## src/rtl/datapath_sequencer.sv

```systemverilog
// datapath_sequencer: multi-cycle controller driving register-file/ALU datapath control lines.
// Optional one-entry command buffer enabled by defining DATAPATH_SEQ_CMDBUF_EN.
`default_nettype none

module datapath_sequencer #(
   parameter int DATA_W  = 16,
   parameter int RADDR_W = 3
) (
   input  logic               clk,
   input  logic               reset_n,
   input  logic               cmd_valid,
   output logic               cmd_ready,
   input  logic [2:0]         cmd_op,
   input  logic [RADDR_W-1:0] cmd_rd,
   input  logic [RADDR_W-1:0] cmd_rn,
   input  logic [RADDR_W-1:0] cmd_rm,
   input  logic [1:0]         cmd_sh,
   input  logic [DATA_W-1:0]  cmd_imm,
   output logic               done,
   output logic               err,
   output logic [DATA_W-1:0]  datapath_in,
   output logic [RADDR_W-1:0] writenum,
   output logic [RADDR_W-1:0] readnum,
   output logic               write,
   output logic               vsel,
   output logic               asel,
   output logic               bsel,
   output logic               loada,
   output logic               loadb,
   output logic               loadc,
   output logic               loads,
   output logic [1:0]         ALUop,
   output logic [1:0]         shift
);

   localparam logic [2:0] S_IDLE = 3'd0;
   localparam logic [2:0] S_GETA = 3'd1;
   localparam logic [2:0] S_GETB = 3'd2;
   localparam logic [2:0] S_EXEC = 3'd3;
   localparam logic [2:0] S_WIMM = 3'd4;
   localparam logic [2:0] S_WREG = 3'd5;
   localparam logic [2:0] S_ERR  = 3'd6;

   localparam logic [2:0] OP_MOVI = 3'b000;
   localparam logic [2:0] OP_MOVS = 3'b001;
   localparam logic [2:0] OP_ADD  = 3'b010;
   localparam logic [2:0] OP_CMP  = 3'b011;
   localparam logic [2:0] OP_AND  = 3'b100;
   localparam logic [2:0] OP_MVN  = 3'b101;

   logic [2:0]         state;
   logic [2:0]         cur_op;
   logic [RADDR_W-1:0] cur_rd;
   logic [RADDR_W-1:0] cur_rn;
   logic [RADDR_W-1:0] cur_rm;
   logic [1:0]         cur_sh;

   // Command presented to the FSM this cycle (from the port or the buffer)
   logic               launch;
   logic [2:0]         new_op;
   logic [RADDR_W-1:0] new_rd;
   logic [RADDR_W-1:0] new_rn;
   logic [RADDR_W-1:0] new_rm;
   logic [1:0]         new_sh;
   logic [DATA_W-1:0]  new_imm;

`ifdef DATAPATH_SEQ_CMDBUF_EN
   logic               buf_valid;
   logic [2:0]         buf_op;
   logic [RADDR_W-1:0] buf_rd;
   logic [RADDR_W-1:0] buf_rn;
   logic [RADDR_W-1:0] buf_rm;
   logic [1:0]         buf_sh;
   logic [DATA_W-1:0]  buf_imm;
   logic               take;

   assign cmd_ready = ~buf_valid;
   assign take      = cmd_valid & cmd_ready;
   assign launch    = (state == S_IDLE) & (buf_valid | take);
   assign new_op    = buf_valid ? buf_op  : cmd_op;
   assign new_rd    = buf_valid ? buf_rd  : cmd_rd;
   assign new_rn    = buf_valid ? buf_rn  : cmd_rn;
   assign new_rm    = buf_valid ? buf_rm  : cmd_rm;
   assign new_sh    = buf_valid ? buf_sh  : cmd_sh;
   assign new_imm   = buf_valid ? buf_imm : cmd_imm;

   // An idle accept with an empty buffer bypasses straight into the FSM
   always_ff @(posedge clk or negedge reset_n) begin
      if (!reset_n) begin
         buf_valid <= 1'b0;
         buf_op    <= '0;
         buf_rd    <= '0;
         buf_rn    <= '0;
         buf_rm    <= '0;
         buf_sh    <= '0;
         buf_imm   <= '0;
      end else if (launch && buf_valid) begin
         buf_valid <= 1'b0;
      end else if (take && state != S_IDLE) begin
         buf_valid <= 1'b1;
         buf_op    <= cmd_op;
         buf_rd    <= cmd_rd;
         buf_rn    <= cmd_rn;
         buf_rm    <= cmd_rm;
         buf_sh    <= cmd_sh;
         buf_imm   <= cmd_imm;
      end
   end
`else
   assign cmd_ready = (state == S_IDLE);
   assign launch    = cmd_valid & cmd_ready;
   assign new_op    = cmd_op;
   assign new_rd    = cmd_rd;
   assign new_rn    = cmd_rn;
   assign new_rm    = cmd_rm;
   assign new_sh    = cmd_sh;
   assign new_imm   = cmd_imm;
`endif

   always_ff @(posedge clk or negedge reset_n) begin
      if (!reset_n) begin
         state       <= S_IDLE;
         cur_op      <= '0;
         cur_rd      <= '0;
         cur_rn      <= '0;
         cur_rm      <= '0;
         cur_sh      <= '0;
         datapath_in <= '0;
      end else begin
         case (state)
            S_IDLE: begin
               if (launch) begin
                  cur_op      <= new_op;
                  cur_rd      <= new_rd;
                  cur_rn      <= new_rn;
                  cur_rm      <= new_rm;
                  cur_sh      <= new_sh;
                  datapath_in <= new_imm;
                  case (new_op)
                     OP_MOVI:                state <= S_WIMM;
                     OP_MOVS, OP_MVN:        state <= S_GETB;
                     OP_ADD, OP_CMP, OP_AND: state <= S_GETA;
                     default:                state <= S_ERR;
                  endcase
               end
            end
            S_GETA:  state <= S_GETB;
            S_GETB:  state <= S_EXEC;
            S_EXEC:  state <= (cur_op == OP_CMP) ? S_IDLE : S_WREG;
            default: state <= S_IDLE;
         endcase
      end
   end

   always_comb begin
      done     = 1'b0;
      err      = 1'b0;
      writenum = '0;
      readnum  = '0;
      write    = 1'b0;
      vsel     = 1'b0;
      asel     = 1'b0;
      bsel     = 1'b0;
      loada    = 1'b0;
      loadb    = 1'b0;
      loadc    = 1'b0;
      loads    = 1'b0;
      ALUop    = 2'b00;
      shift    = 2'b00;
      case (state)
         S_GETA: begin
            readnum = cur_rn;
            loada   = 1'b1;
         end
         S_GETB: begin
            readnum = cur_rm;
            loadb   = 1'b1;
         end
         S_EXEC: begin
            loadc = 1'b1;
            loads = 1'b1;
            shift = cur_sh;
            case (cur_op)
               OP_CMP:  ALUop = 2'b01;
               OP_AND:  ALUop = 2'b10;
               OP_MVN:  ALUop = 2'b11;
               default: ALUop = 2'b00;
            endcase
            // Single-operand ops force the A input to zero
            asel = (cur_op == OP_MOVS) || (cur_op == OP_MVN);
            done = (cur_op == OP_CMP);
         end
         S_WIMM: begin
            vsel     = 1'b1;
            write    = 1'b1;
            writenum = cur_rd;
            done     = 1'b1;
         end
         S_WREG: begin
            write    = 1'b1;
            writenum = cur_rd;
            done     = 1'b1;
         end
         S_ERR:   err = 1'b1;
         default: ;
      endcase
   end

endmodule

`default_nettype wire

```

## config.mk

```make
export PLATFORM = sky130hd
export DESIGN_NAME = datapath_sequencer
export DESIGN_NICKNAME = d
export VERILOG_FILES = /design/src/rtl/datapath_sequencer.sv
export SDC_FILE = /design/constraint.sdc
export NUM_CORES = 1
export LEC_CHECK = 0
export CORE_MARGIN = 2
export CORE_UTILIZATION = 37
export CTS_CLUSTER_DIAMETER = 50
export DETAILED_ROUTE_END_ITERATION = 10
export HOLD_SLACK_MARGIN = 0.06
export PLACE_DENSITY = 0.75
export SETUP_SLACK_MARGIN = 0.1
export SLEW_MARGIN = 15
export SYNTH_ARGS = -nofsm -noshare
export SYNTH_HDL_FRONTEND = slang
export SYNTH_SLANG_ARGS = --single-unit
```

## constraint.sdc

```tcl
create_clock -name clk -period 1.43 [get_ports clk]
set_input_delay 0.143 -clock clk [delete_from_list [all_inputs] [get_ports clk]]
set_output_delay 0.143 -clock clk [all_outputs]
set_load 0.03 [all_outputs]
```

==> results.sh <==
export IMPL_crit_required_ns=1.60
export IMPL_switching_share_pct=39.56
export IMPL_gp_congestion=0.7759
export IMPL_syn_inst=109
export IMPL_timing_final_ws_setup_ns=-0.1697
export IMPL_intPower_mw=3.848
export IMPL_p_switching_mw=2.518
export IMPL_grt_pass1_vias=1260
export IMPL_timing_final_hold_violations=0
export IMPL_dp_hpwl_um=2668
export IMPL_ys_async_sr_fraction_pct=100.0
export IMPL_ys_flop_type="dfrtp_1"
export IMPL_grtUsageMet3_pct=6.395
export IMPL_cts_sinks=33
export IMPL_hold_path_class="input pin to async pin"
export IMPL_synth_warning_count=0
export IMPL_insertion_delay_ns=0.28
export IMPL_ant_nets=0
export IMPL_min_period_ns=1.600
export IMPL_worstReg2RegStart="state[0]"
export IMPL_drc=0
export IMPL_start_util_pct=39.10
export IMPL_syn_nets=142
export IMPL_crit_path_end="datapath_in[13]"
export IMPL_area_growth_pct=72.32
export IMPL_finalSetupTns_ns=-6.189
export IMPL_die_height_um=69.48
export IMPL_layout_drive_gt1_share_pct=51.72
export IMPL_ys_types=28
export IMPL_synth_seq_cells=33
export IMPL_netlist_area_mm2=0.001587
export IMPL_max_freq_mhz=625.1
export IMPL_startpoint_type="register"
export IMPL_cellLeakagePower_nw=1.266
export IMPL_grt_met2_usage_pct=25.43
export IMPL_arrival_ns=1.77
export IMPL_hold_buffers=0
export IMPL_fp_row_count=23
export IMPL_drv_slew=0
export IMPL_cts_root_buf="clkbuf_8"
export IMPL_grt_busiest_layer="met2"
export IMPL_combPwrFrac_pct=61.8
export IMPL_diodes=0
export IMPL_layout_common_cells="clkdlybuf4s50_1 (32), dfrtp_1 (30), mux2_4 (29)"
export IMPL_final_area_mm2=0.002734
export IMPL_antenna_found_initial=0
export IMPL_irDropWorstVdd_v=0.001317
export IMPL_layout_commonest_cell="clkdlybuf4s50_1"
export IMPL_final_nets=235
export IMPL_layout_worst_path_cycle_share_pct=111.9
export IMPL_maxCapViolations=0
export IMPL_placed_cell_area_mm2=0.002386
export IMPL_grt_usage_pct=15.98
export IMPL_r2r_slack_ns=-0.17
export IMPL_status="finished, violations left"
export IMPL_h_tree_depth=2
export IMPL_avgSynthCellArea_um2=14.56
export IMPL_pin_count=70
export IMPL_fin_worst_skew_ns=0.003828
export IMPL_drt_iter0_drc=26
export IMPL_wirelength_um=3849
export IMPL_clk_pin_slew_worst_paths_ns=0.06
export IMPL_cts_tree="yes"
export IMPL_fp_coreArea_mm2=0.004058
export IMPL_setup_violations=47
export IMPL_p_seq_share_pct=27.9
export IMPL_rsz0062_at_grt="true"
export IMPL_seq_area_frac_synth_pct=52.05
export IMPL_vias=1216
export IMPL_holdWs_ns=0.2929
export IMPL_critPathLaunch="state[0]"
export IMPL_grt_pass1_wl_um=6072
export IMPL_cp_max_fo=6
export IMPL_pwr_density_cell_mw_per_mm2=2328
export IMPL_clockBufferDepth=2
export IMPL_cts_buffers=5
export IMPL_crit_type="register to register"
export IMPL_reg2reg_depth=5
export IMPL_vias_per_cell=4.806
export IMPL_grt_max_degree=34
export IMPL_drt_pass1_iter_count=4
export IMPL_utilization_pct=67.38
export IMPL_r2r_end="datapath_in[13]"
export IMPL_die_area_mm2=0.004827
export IMPL_end_kind="register"
export IMPL_pwr_share_clk_pct=10.3
export IMPL_io_buffers=68
export IMPL_synth_edff_count=0
export IMPL_grt_met1_usage_pct=19.85
export IMPL_wl_per_cell_um=15.21
export IMPL_p_total_mw=6.366
export IMPL_violations="setup timing"
export IMPL_grt_ovfl_total=0
export IMPL_fp_dieW_um=69.48
kinds of logic after synthesis:
logic type,count (synthesis),share of synthesized area [%]
other cells,1,0.2364
flops,33,52.05
mux,31,26.74
simple gates,23,9.464
xor+xnor,1,0.5522
compound gates,11,5.048
buf+inv,9,5.914
flip-flops by register name, indices dropped and copies added, names as in the netlist:
name and flops:
datapath_in 16, cur_op 3, cur_rd 3, cur_rm 3
cur_rn 3, state 3, cur_sh 2
final cells by class:
cell class,count,area [µm²]
tap,50,62.56
inverter,2,11.26
timing repair buffer,93,950.9
multi-input combinational,67,797.0
clock buffer,6,72.57
fill,285,1324
clock inverter,2,10.01
sequential,33,829.5
repair_timing:
action	CTS	global route
gates cloned	0	1
setup endpoints to repair	64	50
gates resized for setup	51	15
setup buffers	9	2
pin swaps	13	5
metal layers:
metal  part of all wire (%)  routed length (µm)
met5                      0                   0
met3                    7.5                 290
met1                     40                1552
met4                    1.9                  74
met2                     50                1931
per-stage QoR:
stage	setup slack (ns)	instances
final	-0.1697	253
after global routing	-0.2263	253
after CTS	-0.1597	251
after detailed placement	-0.07000	234
after global placement	-0.02930	234
after floorplan	-0.3302	109
critical path: stages (launching register included):
cell and delay (ns):
dfrtp_2 0.43, buf_6 0.13, nor3_4 0.19, and2_4 0.27, clkbuf_16 0.18, mux2_4 0.29
cells in the mapped netlist (2+ instances only):
cell type	instances	area, µm²
dfrtp_1	33	825.8
mux2_4	20	300.3
mux2_2	11	123.9
a211oi_1	2	15.01
a21oi_1	2	10.01
inv_1	2	7.510
nand2_1	3	11.26
and2_1	5	31.28
buf_4	2	15.01
nor2b_1	2	12.51
nor3b_1	5	37.54
buf_12	2	40.04
a22o_1	3	26.28
nor3_1	2	10.01
and3_1	2	12.51
power groups by stage:
stage	Sequential, mW	Combinational [mW]	Clock (mW)
6_report	1.78	3.93	0.656
5_1_grt	1.85	4.12	0.732
4_1_cts	1.77	3.73	0.683
3_5_place_dp	1.79	3.43	0
3_3_place_gp	1.77	3.37	0
2_1_floorplan	2.16	1.83	0
how the worst min path moves through the flow:
stage	startpoint	to	slack, ns	depth (start not counted)
detailed placement	cur_rd[0]	cur_rd[0]	0.49	1
finish	reset_n	cur_rd[2]	0.29	2
global route	reset_n	cur_sh[1]	0.32	2
global placement	cur_rd[1]	cur_rd[1]	0.49	1
CTS	reset_n	cur_rn[1]	0.28	2
floorplan	reset_n	cur_op[0]	-0.15	0
No activity file was read; power rests on OpenSTA's default activity.
